**src/rtl/foc_pkg.sv**
```systemverilog
`default_nettype none
// ============================================================================
// Module      : foc_pkg
// Description : Shared types for the FOC command dispatcher: opcode classes,
//               dispatcher FSM states, pending-slot control word and the
//               opcode legality helper.
// Revision    : 1.0 - initial release
// ============================================================================
package foc_pkg;

    typedef enum logic [3:0] {
        CMD_SET_GAINS = 4'h0,
        CMD_CLEAR     = 4'h1,
        CMD_RUN       = 4'hF
    } cmd_e;

    typedef enum logic [1:0] {
        IDLE   = 2'd0,
        WAIT   = 2'd1,
        LAUNCH = 2'd2
    } state_e;

    // Control half of a pending run entry; the payload width depends on the
    // dispatcher parameters and is attached there.
    typedef struct packed {
        logic       full;
        logic [3:0] ch;
    } pend_ctl_t;

    // An opcode is usable only for a known class addressing an existing core.
    function automatic logic op_legal(input logic [7:0] op, input int n_ch);
        logic cls_ok;
        cls_ok = (op[7:4] == CMD_SET_GAINS) || (op[7:4] == CMD_CLEAR) ||
                 (op[7:4] == CMD_RUN);
        return cls_ok && ({28'd0, op[3:0]} < n_ch);
    endfunction

endpackage
`default_nettype wire

```
**src/rtl/foc_cmd_dispatcher_if.sv**
```systemverilog
`default_nettype none
// ============================================================================
// Module      : foc_cmd_dispatcher_if
// Description : Packet-in / core-launch bundle of the FOC command dispatcher.
//               master = packet source and cores, slave = dispatcher.
// Revision    : 1.0 - initial release
// ============================================================================
interface foc_cmd_dispatcher_if #(
    parameter int D_WIDTH = 16,
    parameter int N_WORDS = 5,
    parameter int N_CH    = 2
);
    logic                         pkt_valid;
    logic [7:0]                   pkt_opcode;
    logic [N_WORDS*D_WIDTH-1:0]   pkt_data;
    logic [N_CH-1:0]              core_ready;
    logic [N_CH-1:0]              core_valid;
    logic [N_CH-1:0]              core_abort;
    logic [N_WORDS*D_WIDTH-1:0]   core_words;

    modport master (
        output pkt_valid, pkt_opcode, pkt_data, core_ready,
        input  core_valid, core_abort, core_words
    );

    modport slave (
        input  pkt_valid, pkt_opcode, pkt_data, core_ready,
        output core_valid, core_abort, core_words
    );
endinterface
`default_nettype wire

```
**src/rtl/foc_gain_bank.sv**
```systemverilog
`default_nettype none
// ============================================================================
// Module      : foc_gain_bank
// Description : Per-channel gain registers (kpd/kpq/kid/kiq/ptop) with a
//               one-cycle PID-integrator clear pulse per channel.
// Revision    : 1.0 - initial release
// ============================================================================
module foc_gain_bank #(
    parameter int D_WIDTH = 16,
    parameter int N_WORDS = 5,
    parameter int N_CH    = 2
) (
    input  wire logic                       clk_sys,
    input  wire logic                       rst,
    input  wire logic                       wr_en,
    input  wire logic                       clr_en,
    input  wire logic [3:0]                 ch,
    input  wire logic [N_WORDS*D_WIDTH-1:0] words,
    output logic [N_CH*D_WIDTH-1:0]         kpd,
    output logic [N_CH*D_WIDTH-1:0]         kpq,
    output logic [N_CH*D_WIDTH-1:0]         kid,
    output logic [N_CH*D_WIDTH-1:0]         kiq,
    output logic [N_CH*D_WIDTH-1:0]         ptop,
    output logic [N_CH-1:0]                 clear_pid
);

    for (genvar c = 0; c < N_CH; c++) begin : g_ch
        logic               w_sel;
        logic [D_WIDTH-1:0] kpd_q, kpd_d, kpq_q, kpq_d, kid_q, kid_d;
        logic [D_WIDTH-1:0] kiq_q, kiq_d, ptop_q, ptop_d;
        logic               clr_q, clr_d;

        assign w_sel = (ch == 4'(c));

        // Next-state of this channel's gains; clear pulses on every gain write too.
        always_comb begin
            kpd_d  = kpd_q;
            kpq_d  = kpq_q;
            kid_d  = kid_q;
            kiq_d  = kiq_q;
            ptop_d = ptop_q;
            clr_d  = clr_en && w_sel;
            if (wr_en && w_sel) begin
                kpd_d  = words[4*D_WIDTH +: D_WIDTH];
                kpq_d  = words[3*D_WIDTH +: D_WIDTH];
                kid_d  = words[2*D_WIDTH +: D_WIDTH];
                kiq_d  = words[1*D_WIDTH +: D_WIDTH];
                ptop_d = words[0*D_WIDTH +: D_WIDTH];
            end
        end

        // Channel register bank.
        always_ff @(posedge clk_sys or posedge rst) begin
            if (rst) begin
                kpd_q  <= '0;
                kpq_q  <= '0;
                kid_q  <= '0;
                kiq_q  <= '0;
                ptop_q <= '0;
                clr_q  <= 1'b0;
            end else begin
                kpd_q  <= kpd_d;
                kpq_q  <= kpq_d;
                kid_q  <= kid_d;
                kiq_q  <= kiq_d;
                ptop_q <= ptop_d;
                clr_q  <= clr_d;
            end
        end

        assign kpd [c*D_WIDTH +: D_WIDTH] = kpd_q;
        assign kpq [c*D_WIDTH +: D_WIDTH] = kpq_q;
        assign kid [c*D_WIDTH +: D_WIDTH] = kid_q;
        assign kiq [c*D_WIDTH +: D_WIDTH] = kiq_q;
        assign ptop[c*D_WIDTH +: D_WIDTH] = ptop_q;
        assign clear_pid[c]               = clr_q;
    end

endmodule
`default_nettype wire

```
**src/rtl/foc_cmd_dispatcher.sv**
```systemverilog
`default_nettype none
// ============================================================================
// Module      : foc_cmd_dispatcher
// Description : Decodes SPI packets into gain writes, PID clears and run
//               launches for N_CH FOC cores; one-deep pending run slot,
//               per-run watchdog, sticky timeout flag, saturating counters.
// Revision    : 1.0 - initial release
// ============================================================================
module foc_cmd_dispatcher
    import foc_pkg::*;
#(
    parameter int D_WIDTH = 16,
    parameter int N_WORDS = 5,
    parameter int N_CH    = 2,
    parameter int TIMEOUT = 4096
) (
    input  wire logic               clk_sys,
    input  wire logic               rst,
    foc_cmd_dispatcher_if.slave     bus,
    input  wire logic               status_clr,
    output logic [N_CH*D_WIDTH-1:0] kpd,
    output logic [N_CH*D_WIDTH-1:0] kpq,
    output logic [N_CH*D_WIDTH-1:0] kid,
    output logic [N_CH*D_WIDTH-1:0] kiq,
    output logic [N_CH*D_WIDTH-1:0] ptop,
    output logic [N_CH-1:0]         clear_pid,
    output logic                    ready,
    output logic [3:0]              busy_ch,
    output logic                    timeout_flag,
    output logic [7:0]              drop_cnt,
    output logic [7:0]              bad_op_cnt
);

    localparam int PKT_W = N_WORDS * D_WIDTH;
    localparam int WD_W  = (TIMEOUT > 2) ? $clog2(TIMEOUT) : 1;
    localparam logic [WD_W-1:0] WD_LAST = WD_W'(TIMEOUT - 1);

    typedef struct packed {
        pend_ctl_t          ctl;
        logic [PKT_W-1:0]   words;
    } pend_t;

    function automatic logic [N_CH-1:0] ch_onehot(input logic [3:0] ch);
        logic [N_CH-1:0] oh;
        for (int c = 0; c < N_CH; c++) oh[c] = (ch == 4'(c));
        return oh;
    endfunction

    state_e           state_q, state_d;
    pend_t            pend_q, pend_d;
    logic [3:0]       busy_q, busy_d;
    logic [WD_W-1:0]  wdog_q, wdog_d;
    logic [N_CH-1:0]  core_valid_q, core_valid_d;
    logic [N_CH-1:0]  core_abort_q, core_abort_d;
    logic [PKT_W-1:0] core_words_q, core_words_d;
    logic             tflag_q, tflag_d;
    logic [7:0]       drop_q, drop_d, bad_q, bad_d;

    logic [3:0] w_cls, w_ch;
    logic       w_legal, w_bad, w_run, w_gain_wr, w_pid_clr;
    logic       w_done, w_abort, w_store, w_drop_run;
    logic [1:0] w_drop_inc;
    logic [8:0] w_drop_sum, w_bad_sum;

    // Packet decode and run-request arbitration against the current state.
    always_comb begin
        w_cls      = bus.pkt_opcode[7:4];
        w_ch       = bus.pkt_opcode[3:0];
        w_legal    = bus.pkt_valid && op_legal(bus.pkt_opcode, N_CH);
        w_bad      = bus.pkt_valid && !w_legal;
        w_run      = w_legal && (w_cls == CMD_RUN);
        w_gain_wr  = w_legal && (w_cls == CMD_SET_GAINS);
        w_pid_clr  = w_legal && ((w_cls == CMD_SET_GAINS) || (w_cls == CMD_CLEAR));
        // Completion beats expiry when both land in the same cycle.
        w_done     = (state_q == WAIT) && (|(bus.core_ready & ch_onehot(busy_q)));
        w_abort    = (state_q == WAIT) && !w_done && (wdog_q == WD_LAST);
        // The slot accepts a request when empty in WAIT, or while it drains in LAUNCH.
        w_store    = w_run && (((state_q == WAIT) && !pend_q.ctl.full && !w_abort) ||
                               (state_q == LAUNCH));
        w_drop_run = w_run && (state_q != IDLE) && !w_store;
        w_drop_inc = {1'b0, w_drop_run} + {1'b0, w_abort && pend_q.ctl.full};
    end

    // FSM next state, launches, watchdog and status bookkeeping.
    always_comb begin
        state_d      = state_q;
        pend_d       = pend_q;
        busy_d       = busy_q;
        wdog_d       = wdog_q;
        core_valid_d = '0;
        core_abort_d = '0;
        core_words_d = core_words_q;
        tflag_d      = tflag_q;

        case (state_q)
            IDLE: begin
                if (w_run) begin
                    core_valid_d = ch_onehot(w_ch);
                    core_words_d = bus.pkt_data;
                    busy_d       = w_ch;
                    wdog_d       = '0;
                    state_d      = WAIT;
                end
            end
            WAIT: begin
                wdog_d = wdog_q + 1'b1;
                if (w_done) begin
                    if (pend_q.ctl.full || w_store) begin
                        state_d = LAUNCH;
                    end else begin
                        state_d = IDLE;
                        busy_d  = '0;
                    end
                end else if (w_abort) begin
                    core_abort_d    = ch_onehot(busy_q);
                    tflag_d         = 1'b1;
                    pend_d.ctl.full = 1'b0;
                    busy_d          = '0;
                    state_d         = IDLE;
                end
            end
            LAUNCH: begin
                core_valid_d    = ch_onehot(pend_q.ctl.ch);
                core_words_d    = pend_q.words;
                busy_d          = pend_q.ctl.ch;
                wdog_d          = '0;
                pend_d.ctl.full = 1'b0;
                state_d         = WAIT;
            end
            default: state_d = IDLE;
        endcase

        if (w_store) begin
            pend_d.ctl.full = 1'b1;
            pend_d.ctl.ch   = w_ch;
            pend_d.words    = bus.pkt_data;
        end

        w_drop_sum = {1'b0, drop_q} + {7'd0, w_drop_inc};
        w_bad_sum  = {1'b0, bad_q} + {8'd0, w_bad};
        drop_d     = w_drop_sum[8] ? 8'hFF : w_drop_sum[7:0];
        bad_d      = w_bad_sum[8]  ? 8'hFF : w_bad_sum[7:0];
        if (status_clr) begin
            tflag_d = 1'b0;
            drop_d  = '0;
            bad_d   = '0;
        end
    end

    // State registers.
    always_ff @(posedge clk_sys or posedge rst) begin
        if (rst) begin
            state_q      <= IDLE;
            pend_q       <= '0;
            busy_q       <= '0;
            wdog_q       <= '0;
            core_valid_q <= '0;
            core_abort_q <= '0;
            core_words_q <= '0;
            tflag_q      <= 1'b0;
            drop_q       <= '0;
            bad_q        <= '0;
        end else begin
            state_q      <= state_d;
            pend_q       <= pend_d;
            busy_q       <= busy_d;
            wdog_q       <= wdog_d;
            core_valid_q <= core_valid_d;
            core_abort_q <= core_abort_d;
            core_words_q <= core_words_d;
            tflag_q      <= tflag_d;
            drop_q       <= drop_d;
            bad_q        <= bad_d;
        end
    end

    foc_gain_bank #(
        .D_WIDTH (D_WIDTH),
        .N_WORDS (N_WORDS),
        .N_CH    (N_CH)
    ) u_gain_bank (
        .clk_sys   (clk_sys),
        .rst       (rst),
        .wr_en     (w_gain_wr),
        .clr_en    (w_pid_clr),
        .ch        (w_ch),
        .words     (bus.pkt_data),
        .kpd       (kpd),
        .kpq       (kpq),
        .kid       (kid),
        .kiq       (kiq),
        .ptop      (ptop),
        .clear_pid (clear_pid)
    );

    assign bus.core_valid = core_valid_q;
    assign bus.core_abort = core_abort_q;
    assign bus.core_words = core_words_q;
    assign ready          = (state_q == IDLE) && !pend_q.ctl.full;
    assign busy_ch        = busy_q;
    assign timeout_flag   = tflag_q;
    assign drop_cnt       = drop_q;
    assign bad_op_cnt     = bad_q;

endmodule
`default_nettype wire
```
**src/flat_wrapper.sv**
```systemverilog
// flat-port wrapper written by rule: the top's interface ports become plain ports
module foc_cmd_dispatcher_flat import foc_pkg::*;
#(
    parameter int D_WIDTH = 16,
    parameter int N_WORDS = 5,
    parameter int N_CH    = 2,
    parameter int TIMEOUT = 4096
)
  (clk_sys, rst, status_clr, kpd, kpq, kid, kiq, ptop, clear_pid, ready, busy_ch, timeout_flag, drop_cnt, bad_op_cnt, bus_pkt_valid, bus_pkt_opcode, bus_pkt_data, bus_core_ready, bus_core_valid, bus_core_abort, bus_core_words);
  foc_cmd_dispatcher_if #(.D_WIDTH(D_WIDTH), .N_WORDS(N_WORDS), .N_CH(N_CH)) bus_i ();
  input  wire logic clk_sys;
  input  wire logic rst;
  input  wire logic status_clr;
  output logic [N_CH*D_WIDTH-1:0] kpd;
  output logic [N_CH*D_WIDTH-1:0] kpq;
  output logic [N_CH*D_WIDTH-1:0] kid;
  output logic [N_CH*D_WIDTH-1:0] kiq;
  output logic [N_CH*D_WIDTH-1:0] ptop;
  output logic [N_CH-1:0] clear_pid;
  output logic ready;
  output logic [3:0] busy_ch;
  output logic timeout_flag;
  output logic [7:0] drop_cnt;
  output logic [7:0] bad_op_cnt;
  input wire logic [$bits(bus_i.pkt_valid)-1:0] bus_pkt_valid;
  input wire logic [$bits(bus_i.pkt_opcode)-1:0] bus_pkt_opcode;
  input wire logic [$bits(bus_i.pkt_data)-1:0] bus_pkt_data;
  input wire logic [$bits(bus_i.core_ready)-1:0] bus_core_ready;
  output wire logic [$bits(bus_i.core_valid)-1:0] bus_core_valid;
  output wire logic [$bits(bus_i.core_abort)-1:0] bus_core_abort;
  output wire logic [$bits(bus_i.core_words)-1:0] bus_core_words;
  assign bus_i.pkt_valid = bus_pkt_valid;
  assign bus_i.pkt_opcode = bus_pkt_opcode;
  assign bus_i.pkt_data = bus_pkt_data;
  assign bus_i.core_ready = bus_core_ready;
  assign bus_core_valid = bus_i.core_valid;
  assign bus_core_abort = bus_i.core_abort;
  assign bus_core_words = bus_i.core_words;
  foc_cmd_dispatcher #(.D_WIDTH(D_WIDTH), .N_WORDS(N_WORDS), .N_CH(N_CH), .TIMEOUT(TIMEOUT)) u_core (.clk_sys(clk_sys), .rst(rst), .bus(bus_i), .status_clr(status_clr), .kpd(kpd), .kpq(kpq), .kid(kid), .kiq(kiq), .ptop(ptop), .clear_pid(clear_pid), .ready(ready), .busy_ch(busy_ch), .timeout_flag(timeout_flag), .drop_cnt(drop_cnt), .bad_op_cnt(bad_op_cnt));
endmodule
```
**config.mk**
```make
export PLATFORM = sky130hd
export DESIGN_NAME = foc_cmd_dispatcher_flat
export DESIGN_NICKNAME = d
export VERILOG_FILES = /design/src/rtl/foc_pkg.sv /design/src/rtl/foc_cmd_dispatcher_if.sv /design/src/rtl/foc_gain_bank.sv /design/src/rtl/foc_cmd_dispatcher.sv /design/src/flat_wrapper.sv
export SDC_FILE = /design/constraint.sdc
export NUM_CORES = 1
export LEC_CHECK = 0
export CAP_MARGIN = 25
export CORE_MARGIN = 8
export CORE_UTILIZATION = 54
export DETAILED_ROUTE_END_ITERATION = 12
export PLACE_DENSITY = 0.95
export SLEW_MARGIN = 20
export SYNTH_ARGS = -nofsm -noshare
export SYNTH_HDL_FRONTEND = slang
export SYNTH_SLANG_ARGS = --single-unit
```
**constraint.sdc**
```tcl
create_clock -name clk_sys -period 37.8 [get_ports clk_sys]
set_input_delay 7.56 -clock clk_sys [delete_from_list [all_inputs] [get_ports clk_sys]]
set_output_delay 7.56 -clock clk_sys [all_outputs]
set_load 0.1 [all_outputs]
```
Yosys cells after proc, flatten, opt, wreduce, memory -nomap -nowiden
Cells that the tools add are included. W data, S select, Z words.

Mux-type cells: 31. Reduce and logical (&&, ||, !) cells: 47. Equal/unequal tests: 14. Order comparisons: 1. Add/subtract/negate cells: 4. Bitwise logic cells: 1.

Operators by type and width (number): $pmux W80 S2 (1); $mux W85 (1); $mux W80 (1); $pmux W12 S3 (1); $mux W8 (4); $logic_and A1 B1 Y1 (20); $eq A4 B1 Y1 const B (4); $logic_not A4 Y1 (4); $mux W2 (8); $mux W4 (4); $add A12 B1 Y12 const B (1); $eq A12 B12 Y1 const B (1); $mux W12 (1); $pmux W4 S3 (1); $add A8 B1 Y9 (1); $add A8 B2 Y9 (1); $reduce_bool A2 Y1 (4); $mux W1 (6); $ne A3 B1 Y1 const B (2); $ne A3 B3 Y1 const B (2); $pmux W2 S3 (1); $reduce_and A2 Y1 (3); $reduce_and A3 Y1 (2); $reduce_bool A3 Y1 (2); other kinds (15) (22).

Word-level logic and storage cells: 122. Output and inout port bits: 268. Register bits after elaboration: 366.

Logic depth before layout (Yosys ltp)
Gate-level depths: netlist of run 1.

Depth in word-level cells: 17. Gate-level depth with buffers: 14.

Modules after synthesis
From an unflattened synthesis of run 1, not the netlist that was laid out.

Cells, all modules: 1115. Area, all modules: 15353.5 um^2.

Modules (own cells, without submodules): foc_cmd_dispatcher (area an instance 9203.8 um^2, cells each 767, times used 1); foc_gain_bank (area an instance 6149.6 um^2, cells each 348, times used 1).

Least setup slack after synthesis of run 1
OpenSTA, ideal clock, no wires.

Kind: input to register. From: in bus_core_ready[1]. To: reg u_core.drop_q[4], in the netlist u_core.drop_cnt[4]. Data required time: 37.668 ns. Buffers on the path: 1. Data arrival time: 9.811 ns. Path slack: 27.857 ns. Setup time: 0.132 ns. Stages: 12. Path through: mux2i_1 nor4_1 nor2b_1 nor3_1 nor4_1 fa_1 and3_1 and3_1 clkbuf_1 nand4_1 o21a_1 nor2_1.

Word-level cells in the longest chain between the ends: 16.

Ends and longest elaborated chain: from (decl) (RTL line flat_wrapper.sv:28) `input wire logic [$bits(bus_i.core_ready)-1:0] bus_core_ready;`; $and A2 B2 Y2 (*) (RTL line foc_cmd_dispatcher.sv:75) `w_done = (state_q == WAIT) && (|(bus.core_ready & ch_onehot(busy_q)));`; $reduce_or A2 Y1 (*) (RTL line foc_cmd_dispatcher.sv:75); $logic_and A1 B1 Y1 (*) (RTL line foc_cmd_dispatcher.sv:75); $logic_not A1 Y1 (*) (RTL line foc_cmd_dispatcher.sv:76) `w_abort = (state_q == WAIT) && !w_done && (wdog_q == WD_LAST);`; $logic_and A1 B1 Y1 (*) (2 in a row) (RTL line foc_cmd_dispatcher.sv:76); $logic_not A1 Y1 (RTL line foc_cmd_dispatcher.sv:78) `w_store = w_run && (((state_q == WAIT) && !pend_q.ctl.full && !w_abort) ||`; $logic_and A1 B1 Y1 (RTL line foc_cmd_dispatcher.sv:78); $logic_or A1 B1 Y1 (RTL line foc_cmd_dispatcher.sv:78); $logic_and A1 B1 Y1 (RTL line foc_cmd_dispatcher.sv:78); $logic_not A1 Y1 (RTL line foc_cmd_dispatcher.sv:80) `w_drop_run = w_run && (state_q != IDLE) && !w_store;`; $logic_and A1 B1 Y1 (RTL line foc_cmd_dispatcher.sv:80); $add A1 B1 Y2 (*) (RTL line foc_cmd_dispatcher.sv:81) `w_drop_inc = {1'b0, w_drop_run} + {1'b0, w_abort && pend_q.ctl.full};`; $add A8 B2 Y9 (*) (RTL line foc_cmd_dispatcher.sv:139) `w_drop_sum = {1'b0, drop_q} + {7'd0, w_drop_inc};`; $mux W8 (*) (RTL line foc_cmd_dispatcher.sv:141) `drop_d = w_drop_sum[8] ? 8'hFF : w_drop_sum[7:0];`; $mux W8 (*) (RTL line foc_cmd_dispatcher.sv:143) `if (status_clr) begin`; named net u_core.drop_d[4] (RTL line foc_cmd_dispatcher.sv:57) `logic [7:0] drop_q, drop_d, bad_q, bad_d;`; to (signal assigned) (RTL line foc_cmd_dispatcher.sv:172) `drop_q <= drop_d;`; to (decl) (RTL line foc_cmd_dispatcher.sv:57).

The timed path passes the listed nets; every way through them passes the cells marked *. A chain may end at the register's enable or synchronous reset.

Worst setup path in the final report of run 1
Ends and elaborated chain as after synthesis.

==> impl_results.md, run 1 <==
- Synthesized area per cell: between 10 and 15 µm²
- Wire per inst: 22.2 µm
- Vias: 10,300
- Core Util, Final: 73.1%
- Vias in the first global route: 11,500
- Unrepaired setup endpoints after global routing: no
- R2r endpoint: u_core.drop_cnt[4]$_DFF_PP0_
- Fmax: 0.0960 GHz
- Reg2Reg Launch Point: u_core.wdog_q[1]$_DFFE_PP0P_
- Die Area: between 30,000 and 40,000 µm²
- Largest stage delay on the critical path: 0.55 ns
- Async SR Flop Fraction: 100%
- Row Count: 61
- Syn Nets: 1,198
- Post-CTS Hold Fix Bufs: 0
- Peak VDD IR: 44.2 µV
- Slew of the pin with the lowest slew margin: roughly 1.1 ns
- DPL Wire Length: 27,600 µm
- IO Port Bufs: around 360
- Gr usage total: 24.1%
- Clock tree buffer depth: 3
- CTS tree: built
- Routability cong.: 0.817
- Worst r2r path cells: 12
- Cts repair resizes: 0
- Worst-Skew Late Latency: between 0.5 and 0.6 ns
- Delay-heaviest family, CP: simple AND/OR/NAND/NOR gates
- Post-synth EDFFs: 0
- Slowest CP cell: nor4_1
- Sequential cell area fraction in the yosys report: 60.7%
- H-tree Lvls: 2
- Total core area: 27,600 µm²
- Critical path launch point type: input port
- Max-cap viol count: 0
- IO Count: 362
- DRT Wirelength: 41,100 µm
- Worst Hold End: u_core.bus.core_words[40]$_DFFE_PP0P_
- Initial antenna violation count: 0
- Status: completed
- P per Cell Area: between 50 and 60 nW/µm²
- Die height: 183 µm
- First-pass GRT wire length: 64,800 µm
- Number of DRC markers in iteration 0: 577
- Setup TNS: 0 ns
- Num Clock Sinks: 366
- Mapped Area: 15,100 µm²
- Final period util: between 20% and 30%
- Post-layout minimum cycle time: 10.41 ns
- Grt ovf: 0
- Count of final hold-check violations: 0
- Hold Path Origin: u_core.bus.core_words[40]$_DFFE_PP0P_
- Largest net degree at the start of global routing: 140
- CP Class: input port to flop
- Worst path buffer plus inverter count: 1
- Max Slew Vio Count: 0
- Slew HR: between 20% and 30%
- Cell variety after synth: 46
- Fillers: about 1,700
- Fraction of layout cells with a size suffix above 1: 22.3%
- Post-route DRC: 0
- Worst-path fanout max: 6
- Initial core utilization: 54.6%
- WP data arrival: 10.77 ns
- P_leak: 9.37 nW
- Final setup viols: 0
- Hold/Removal Path Class: flop to flop
- # diodes: 0
- Post-CTS Setup Bufs: 0
- CTS root buffer: clkbuf_16
- Worst EP required: 38.16 ns
- Worst-path cell chain: clkdlybuf4s50_1 -> mux2i_1 -> nor4_1 -> nor2b_1 -> nor3_1 -> nor4_1 -> fa_1 -> and3_1 -> and3_1 -> nand4_1 -> o21a_1 -> nor2_1
- Post-route ant nets: 0
- YS warnings: 0
- Ys flop type: dfrtp_1
- Vias/cell: 5.56
- Final Skew: ~0.017 ns
- Total iterations of the first detailed-routing run: 5
- CTS clk-pin slew, worst paths: 0.06 ns
- CP Capture Type: flop
- Die X: roughly 180 µm
- P&R area growth vs syn: 33.9%
- R2r setup slk: about 34 ns
- Inserted Clock Buffers: 37
- Flops & latches, synth: ~370
- Post-Syn Instances: 1,096
- Nets@finish: 1,546
- Hold path cells: 2
[layer usage]
layer / share of wire [%] / global-route usage [%] / wire length (µm) / up-vias
met2: 52 / 43.6 / 21500 / 366
met1: 38 / 27.6 / 15500 / 5281
met3: 7.0 / 6.21 / 2890 / 93
li1: - / - / - / 4551
met5: 0 / 0 / 0 / -
met4: 3.1 / 8.00 / 1290 / 0
[cells by family (layout without fill, tap and decap cells)]
kind of cell	count (synthesis)	in the layout	synth area share, %
flip-flops	366	366	60.7
multiplexers	327	327	25.1
AND/OR/NAND/NOR	169	169	5.14
AO/OA/AOI/OAI	140	140	5.04
buffers and inverters	79	456	2.85
adder cells (fa/ha/maj)	8	8	0.713
XOR/XNOR	7	7	0.406
[metrics by stage]
stage,worst slack (ns),hold slack (ns),instances,cell area (µm²),total power [W]
final,27.39,0.480,1851,20200,0.00103
after global routing,27.22,0.492,1851,20200,0.00106
after CTS,27.43,0.483,1850,20200,0.00104
after detailed placement,26.98,0.469,1782,18900,0.000672
after global placement,27.18,0.462,1782,18900,0.000666
after floorplan,20.08,0.445,1096,15100,0.000602
[synth_stat cells (2+ instances only)]
cell | n | share of area, %
buf_2 | 8 | 0.27
o41ai_1 | 3 | 0.17
a31oi_1 | 4 | 0.17
a21oi_1 | 16 | 0.53
o31ai_1 | 6 | 0.30
nand2_1 | 93 | 2.3
buf_4 | 4 | 0.20
and2_1 | 5 | 0.21
ha_1 | 7 | 0.58
o21ai_0 | 102 | 3.4
or4_1 | 3 | 0.15
nand4_1 | 2 | 0.083
clkbuf_1 | 42 | 1.0
xnor2_1 | 6 | 0.35
or2_2 | 4 | 0.17
nor2b_1 | 2 | 0.083
dfrtp_1 | 366 | 61
o22ai_1 | 2 | 0.083
nor2_1 | 15 | 0.37
or3_1 | 2 | 0.083
nand3_1 | 14 | 0.46
mux2_4 | 56 | 5.6
buf_12 | 6 | 0.80
and3_1 | 10 | 0.41
nor4_1 | 4 | 0.17
mux2_2 | 188 | 14
inv_1 | 15 | 0.37
nor3_1 | 9 | 0.30
mux2i_1 | 83 | 5.5
buf_1 | 3 | 0.075
[registers in the layout, indices dropped and copies added (netlist names), 4 cells and up]
| signal | flops |
|---|---|
| u_core.bad_op_cnt | 8 |
| u_core.bus.core_words | 80 |
| u_core.busy_ch | 4 |
| u_core.drop_cnt | 8 |
| u_core.pend_q | 85 |
| u_core.u_gain_bank.g_ch.kid_q | 32 |
| u_core.u_gain_bank.g_ch.kiq_q | 32 |
| u_core.u_gain_bank.g_ch.kpd_q | 32 |
| u_core.u_gain_bank.g_ch.kpq_q | 32 |
| u_core.u_gain_bank.g_ch.ptop_q | 32 |
| u_core.wdog_q | 12 |
[layout make-up]
class / count / area, µm² / area share (%)
sequential: 366 / 9160 / 45.4
multi-input combinational: 651 / 5540 / 27.4
clock inverter: 12 / 104 / 0.514
clock buffer: 56 / 1130 / 5.59
tap: 378 / 473 / 2.34
inverter: 15 / 63.8 / 0.316
timing repair buffer: 373 / 3730 / 18.5
[worst max path at each step]
stage / end / startpoint / cells after the start
after floorplan: u_core.bad_op_cnt[0]$_DFF_PP0_ / rst / 1
after global placement: u_core.u_gain_bank.g_ch[0].kpd_q[11]$_DFFE_PP0P_ / rst / 4
final: u_core.drop_cnt[4]$_DFF_PP0_ / bus_core_ready[1] / 12
after global routing: u_core.drop_cnt[4]$_DFF_PP0_ / bus_core_ready[1] / 12
after CTS: ready / u_core.state_q[0]$_DFFE_PP0P_ / 5
after detailed placement: u_core.drop_cnt[4]$_DFF_PP0_ / bus_core_ready[1] / 12
[cells in the final DEF, fill, tap and decap left out, types with 14 or more instances in the layout]
| cell type | synthesis | routed |
|---|---|---|
| clkbuf_16 | 0 | 39 |
| nor2_1 | 15 | 15 |
| dfrtp_1 | 366 | 366 |
| clkdlybuf4s50_1 | 0 | 361 |
| inv_1 | 15 | 14 |
| nand2_1 | 93 | 93 |
| mux2_4 | 56 | 56 |
| nand3_1 | 14 | 14 |
| o21ai_0 | 102 | 102 |
| mux2_2 | 188 | 188 |
| a21oi_1 | 16 | 16 |
| mux2i_1 | 83 | 82 |
[report_power, final]
group / switching, W / total [W] / internal, W
combinational: 0.000175 / 0.000231 / 0.0000562
clock: 0.000150 / 0.000365 / 0.000215
sequential: 0.0000199 / 0.000435 / 0.000415
total: 0.000345 / 0.00103 / 0.000686
[worst reg2reg max path, delay by kind of cell (launching register included)]
kind / cells / cell delay [ns]
fa+ha+maj: 2 / 0.57
flops: 1 / 0.42
simple gates: 9 / 2.33
compound gates: 1 / 0.19
Power figures use the tool's default switching activity.
==> run 2: changes to the inputs <==
--- a/config.mk
+++ b/config.mk
@@ -7,9 +7,9 @@
 export LEC_CHECK = 0
 export CAP_MARGIN = 25
 export CORE_MARGIN = 8
-export CORE_UTILIZATION = 54
+export CORE_UTILIZATION = 50
 export DETAILED_ROUTE_END_ITERATION = 12
-export PLACE_DENSITY = 0.95
+export PLACE_DENSITY = 0.92
 export SLEW_MARGIN = 20
 export SYNTH_ARGS = -nofsm -noshare
 export SYNTH_HDL_FRONTEND = slang
==> constraint.sdc (replaced) <==
create_clock -name clk_sys -period 10.8 [get_ports clk_sys]
set_input_delay 2.16 -clock clk_sys [delete_from_list [all_inputs] [get_ports clk_sys]]
set_output_delay 2.16 -clock clk_sys [all_outputs]
set_load 0.1 [all_outputs]
==> impl_results.md, run 2 (synthesis results as in run 1) <==
- WP data arrival: 2.84 ns
- Final Power: 0.00368 W
- Wire per inst: 22.0 µm
- Fillers: 1,991
- Die X: between 150 and 200 µm
- Post-layout minimum cycle time: 5.00 ns
- Max reg flops: 85
- Die height: about 190 µm
- GR Util met3: 7.76%
- CP Class: flop to primary output
- Internal Power: around 0.0025 W
- Clock tree buffer depth: 3
- Largest net degree at the start of global routing: 196
- Final setup viols: 0
- Worst-Skew Late Latency: 0.51 ns
- Largest stage delay on the critical path: 1.18 ns
- Slew HR: between 20% and 30%
- Total iterations of the first detailed-routing run: 5
- Worst path buffer plus inverter count: 3
- Slew of the pin with the lowest slew margin: 1.10 ns
- GR Util met1: approximately a quarter
- Initial antenna violation count: 1
- DPL Wire Length: 27,500 µm
- Post-route ant nets: 0
- Sw power: 0.00123 W
- Unrepaired setup endpoints after global routing: no
- Gr usage total: 22.2%
- Setup TNS: 0 ns
- Most frequent cells in the layout: dfrtp_1 (366), clkdlybuf4s50_1 (361), mux2_2 (188)
- CP Capture Type: primary output
- DRT Wirelength: roughly 41,000 µm
- P_leak: around 9.4 nW
- Final period util: 46.3%
- IO Count: between 300 and 400
- Register with the most flip-flops: u_core.pend_q
- Post-route DRC: 0
- IO Port Bufs: around 360
- Worst EP required: 8.64 ns
- Vias: 10,200
- Number of DRC markers in iteration 0: between 500 and 600
- Fmax: approximately 0.2 GHz
- Commonest non-fill, non-tap cell in the layout: dfrtp_1
- Inserted Clock Buffers: 39
- Max-cap viol count: 0
- P&R area growth vs syn: 34.9%
- H-tree Lvls: 2
- Initial core utilization: 50.9%
- Post-CTS Hold Fix Bufs: 0
- Clock group share of total power: 36.6%
- Hold/Removal Path Class: flop to flop
- Vias in the first global route: 11,300
- Delay-heaviest family, CP: buffers and inverters
- Final Skew: 0.0181 ns
- Count of final hold-check violations: 0
- Top Usage Layer GRT: met2
- Peak VDD IR: 163 µV
- Routability cong.: a little under 0.8
- Slowest CP cell: clkdlybuf4s50_1
- Max Slew Vio Count: 0
- Row Count: 63
- # diodes: 0
- CTS root buffer: clkbuf_16
- Fraction of layout cells with a size suffix above 1: 22.7%
- Nets@finish: 1,550
- CTS tree: built
- Met2 Use GR: 39.2%
- Crit path top cell by count: inv_1
- First-pass GRT wire length: 64,100 µm
- Part of the power in registers: 41.4%
- Switch share: around 33%
- Vias/cell: 5.48
- Logic gate share of total power: 22.0%
- Cts repair resizes: 0
- Num Clock Sinks: between 300 and 400
- Status: completed
- Worst-path cell chain: inv_1 -> ha_1 -> inv_1 -> nor2_1 -> clkdlybuf4s50_1
- Worst-path fanout max: 5
- Grt ovf: 0
- Post-CTS Setup Bufs: 0
- Total core area: 29,600 µm²
- P per Cell Area: 181 nW/µm²
- Die Area: around 36,000 µm²
- CTS clk-pin slew, worst paths: 0.07 ns
- Critical path launch point type: flop
==> run 2: cell types whose count changed in the layout (fill, tap and decap cells not counted), sizes merged <==
cell | before | now
clkinv | 6 | 9
buf | 12 | 14
inv | 17 | 15
bufinv | 1 | 2
clkbuf | 56 | 55
clkinvlp | 3 | 4
==> run 2: path summary, 6_finish.rpt <==
path / start / endpoint / slack (ns) / depth (start not counted)
setup / recovery: u_core.state_q[0]$_DFFE_PP0P_ / ready / 5.80 / 5
hold / removal: u_core.bus.core_words[44]$_DFFE_PP0P_ / u_core.bus.core_words[44]$_DFFE_PP0P_ / 0.48 / 2
setup reg to reg: u_core.wdog_q[0]$_DFFE_PP0P_ / u_core.drop_cnt[0]$_DFF_PP0_ / 7.29 / 11
hold reg to reg: u_core.bus.core_words[44]$_DFFE_PP0P_ / u_core.bus.core_words[44]$_DFFE_PP0P_ / 0.48 / 2
max in group asynchronous: rst / u_core.bus.core_words[11]$_DFFE_PP0P_ / 7.10 / 4
min in group asynchronous: rst / u_core.u_gain_bank.g_ch[1].clr_q$_DFF_PP0_ / 1.97 / 2
==> run 2: per-layer routing <==
| layer | wire [µm] | vias up |
|---|---|---|
| met5 | 13 | - |
| met1 | 15400 | 5229 |
| met4 | 1150 | 2 |
| met3 | 3390 | 77 |
| met2 | 21000 | 351 |
| li1 | - | 4563 |
==> run 2: power by group through the flow <==
stage                     logic (W)  clock network, W  registers (W)
after detailed placement   0.000809                 0        0.00154
after floorplan            0.000129                 0        0.00198
after global routing       0.000843           0.00143        0.00153
final                      0.000810           0.00135        0.00152
after global placement     0.000794                 0        0.00154
after CTS                  0.000814           0.00137        0.00152
==> run 2: worst register-to-register path, stage by stage, from the launching register on <==
cell and delay, ns:
dfrtp_1 0.41, ha_1 0.24, nand3_2 0.15, nor4_1 0.41, nor2b_1 0.36, nor3_1 0.09
nor4_1 0.34, fa_1 0.31, and3_1 0.25, and3_1 0.30, nand4_1 0.25, a21oi_1 0.31
==> run 2: area by class of cell <==
type / count / area [µm²] / share of cell area (%)
tap: 390 / 488 / 2.40
timing repair buffer: 375 / 3800 / 18.7
sequential: 366 / 9160 / 45.0
inverter: 15 / 60.1 / 0.295
clock buffer: 55 / 1170 / 5.74
multi-input combinational: 651 / 5540 / 27.2
clock inverter: 15 / 140 / 0.689
==> run 2: per-stage QoR <==
| stage | cells | worst slack [ns] | area [µm²] | hold WS, ns | utilization [%] |
|---|---|---|---|---|---|
| floorplan | 1096 | 3.73 | 15100 | 0.445 | - |
| global placement | 1794 | 5.67 | 19000 | 0.461 | 63.9 |
| detailed placement | 1796 | 5.55 | 19000 | 0.470 | 64.1 |
| CTS | 1866 | 5.78 | 20300 | 0.484 | 68.5 |
| global route | 1867 | 5.65 | 20400 | 0.497 | 68.7 |
| finish | 1867 | 5.80 | 20400 | 0.477 | 68.7 |
==> run 3: changes to the inputs <==
--- a/config.mk
+++ b/config.mk
@@ -7,9 +7,9 @@
 export LEC_CHECK = 0
 export CAP_MARGIN = 25
 export CORE_MARGIN = 8
-export CORE_UTILIZATION = 50
+export CORE_UTILIZATION = 45
 export DETAILED_ROUTE_END_ITERATION = 12
-export PLACE_DENSITY = 0.92
+export PLACE_DENSITY = 0.88
 export SLEW_MARGIN = 20
 export SYNTH_ARGS = -nofsm -noshare
 export SYNTH_HDL_FRONTEND = slang
==> constraint.sdc (replaced) <==
create_clock -name clk_sys -period 4.13 [get_ports clk_sys]
set_input_delay 0.826 -clock clk_sys [delete_from_list [all_inputs] [get_ports clk_sys]]
set_output_delay 0.826 -clock clk_sys [all_outputs]
set_load 0.1 [all_outputs]
==> impl_results.md, run 3 (synthesis results as in run 1) <==
- Clock group share of total power: 36.5%
- Post-route DRC: 0
- Initial core utilization: between 40% and 50%
- Max Slew Vio Count: 0
- Post-layout minimum cycle time: 3.45 ns
- CTS tree: built
- CTS root buffer: clkbuf_16
- Largest stage delay on the critical path: 0.41 ns
- DRT Wirelength: 40,200 µm
- IO Count: 362
- # diodes: 0
- Wire per inst: 20.8 µm
- Vias: 10,200
- P_leak: 9.50 nW
- H-tree Lvls: 2
- Vias in the first global route: 11,100
- CP Capture Type: flop
- Post-route ant nets: 0
- CTS clk-pin slew, worst paths: 0.06 ns
- Count of final hold-check violations: 0
- Part of the power in registers: 41.3%
- Largest net degree at the start of global routing: between 100 and 150
- Critical path launch point type: flop
- WP data arrival: around 3.9 ns
- Worst EP required: 4.55 ns
- Initial antenna violation count: 0
- Routability cong.: 0.804
- First-pass GRT wire length: about 63,000 µm
- Cts repair resizes: 0
- Final period util: 83.4%
- Cell area after layout: 20,600 µm²
- Vias/cell: 5.30
- Slowest CP cell: dfrtp_1
- Post-CTS Setup Bufs: 0
- IO Port Bufs: roughly 360
- DPL Wire Length: 28,300 µm
- Delay-heaviest family, CP: simple AND/OR/NAND/NOR gates
- Max-cap viol count: 0
- Die Area: 39,600 µm²
- Final setup viols: 0
- Grt ovf: 0
- Switch share: 32.7%
- Fmax: between 0.2 and 0.3 GHz
- Hold/Removal Path Class: flop to flop
- Max reg flops: 85
- Inserted Clock Buffers: 39
- Die height: 199 µm
- P per Cell Area: around 470 nW/µm²
- Total core area: 33,300 µm²
- Total iterations of the first detailed-routing run: 5
- Register with the most flip-flops: u_core.pend_q
- Final Skew: approximately 0.017 ns
- Number of DRC markers in iteration 0: between 500 and 600
- Logic gate share of total power: 22.2%
- Slew HR: 28.4%
- Clock tree buffer depth: 3
- Sw power: 0.00314 W
- Nets@finish: around 1,600
- Worst-path fanout max: 6
- Row Count: 67
- Die X: 199 µm
- Final Power: 0.00962 W
- Worst-path cell chain: ha_1 -> nand3_2 -> nor4_1 -> nor2b_1 -> nor3_1 -> nor4_1 -> fa_1 -> and3_1 -> and3_1 -> nand4_1 -> o21a_1 -> nor2_1
- Slew of the pin with the lowest slew margin: between 1 and 1.5 ns
- Peak VDD IR: 362 µV
- Post-DP Area: roughly 19,000 µm²
- Commonest non-fill, non-tap cell in the layout: dfrtp_1
- Most frequent cells in the layout: dfrtp_1 (366), clkdlybuf4s50_1 (360), mux2_2 (188)
- Unrepaired setup endpoints after global routing: no
- Status: completed
- Worst slack, placed: 0.346 ns
- Gr usage total: around a fifth
- CP Class: flop to flop
- Worst-Skew Late Latency: 0.52 ns
- Core Util, Final: approximately three fifths
- Post-CTS Hold Fix Bufs: 0
- P&R area growth vs syn: 36.4%
- Internal Power: around 0.0065 W
- Num Clock Sinks: 366
- Worst setup margin: ~0.68 ns
- Worst path buffer plus inverter count: 0
- Fraction of layout cells with a size suffix above 1: 22.5%
==> run 3: cell count changes in the layout (fill, tap and decap cells not counted), moves of 2 or more <==
cell / change
buf_12: +11
clkbuf_1: +7
clkinv_2: -7
clkbuf_8: -3
clkinvlp_4: -3
buf_6: -2
bufinv_16: +2
==> run 3: through the flow <==
| step | hold WS [ns] | TNS, ns | std cells |
|---|---|---|---|
| final | 0.479 | 0 | 1929 |
| after global routing | 0.498 | 0 | 1929 |
| after CTS | 0.480 | 0 | 1929 |
| after detailed placement | 0.466 | 0 | 1863 |
| after global placement | 0.460 | 0 | 1861 |
| after floorplan | 0.445 | -587.87 | 1096 |
==> run 3: worst reg2reg max path: cells and delay by family (launching register included) <==
family | cells | cell delay, ns
DFF | 1 | 0.41
adders and majority gates | 2 | 0.56
and+or+nand+nor | 9 | 2.19
AOI/OAI and AO/OA | 1 | 0.21
==> run 3: cell type report <==
cell class              instances  area [µm²]
clock buffers                  58        1130
clock inverters                 8         159
fillers                      2478       12700
inverters                      15        60.1
multi-input cells             651        5540
flip-flops and latches        366        9160
well taps                     448         561
repair buffers                383        3970
==> run 3: path summary, 6_finish.rpt <==
kind	from	endpoint	slack, ns	cells after the start
worst max-delay path	u_core.wdog_q[0]$_DFFE_PP0P_	u_core.drop_cnt[4]$_DFF_PP0_	0.68	12
worst min-delay path	u_core.bus.core_words[51]$_DFFE_PP0P_	u_core.bus.core_words[51]$_DFFE_PP0P_	0.48	2
worst max register to register	u_core.wdog_q[0]$_DFFE_PP0P_	u_core.drop_cnt[4]$_DFF_PP0_	0.68	12
worst min register to register	u_core.bus.core_words[51]$_DFFE_PP0P_	u_core.bus.core_words[51]$_DFFE_PP0P_	0.48	2
max in group asynchronous	rst	u_core.bus.core_words[79]$_DFFE_PP0P_	2.27	3
min in group asynchronous	rst	u_core.u_gain_bank.g_ch[0].kid_q[14]$_DFFE_PP0P_	0.79	2
==> run 3: power by group through the flow <==
stage / Combinational, W / Clock (W) / Sequential, W
after detailed placement: 0.00214 / 0 / 0.00403
after CTS: 0.00215 / 0.00360 / 0.00397
after global placement: 0.00210 / 0 / 0.00401
after global routing: 0.00222 / 0.00374 / 0.00400
after floorplan: 0.000338 / 0 / 0.00517
final: 0.00214 / 0.00351 / 0.00397
==> run 3: layer usage <==
metal  GRT usage (%)  up-vias  share of wire [%]
met2            34.7      340                 50
met3            6.75       80                8.7
met5               0        -                  0
li1                -     4581                  -
met1            22.9     5224                 38
met4            7.05        0                3.2
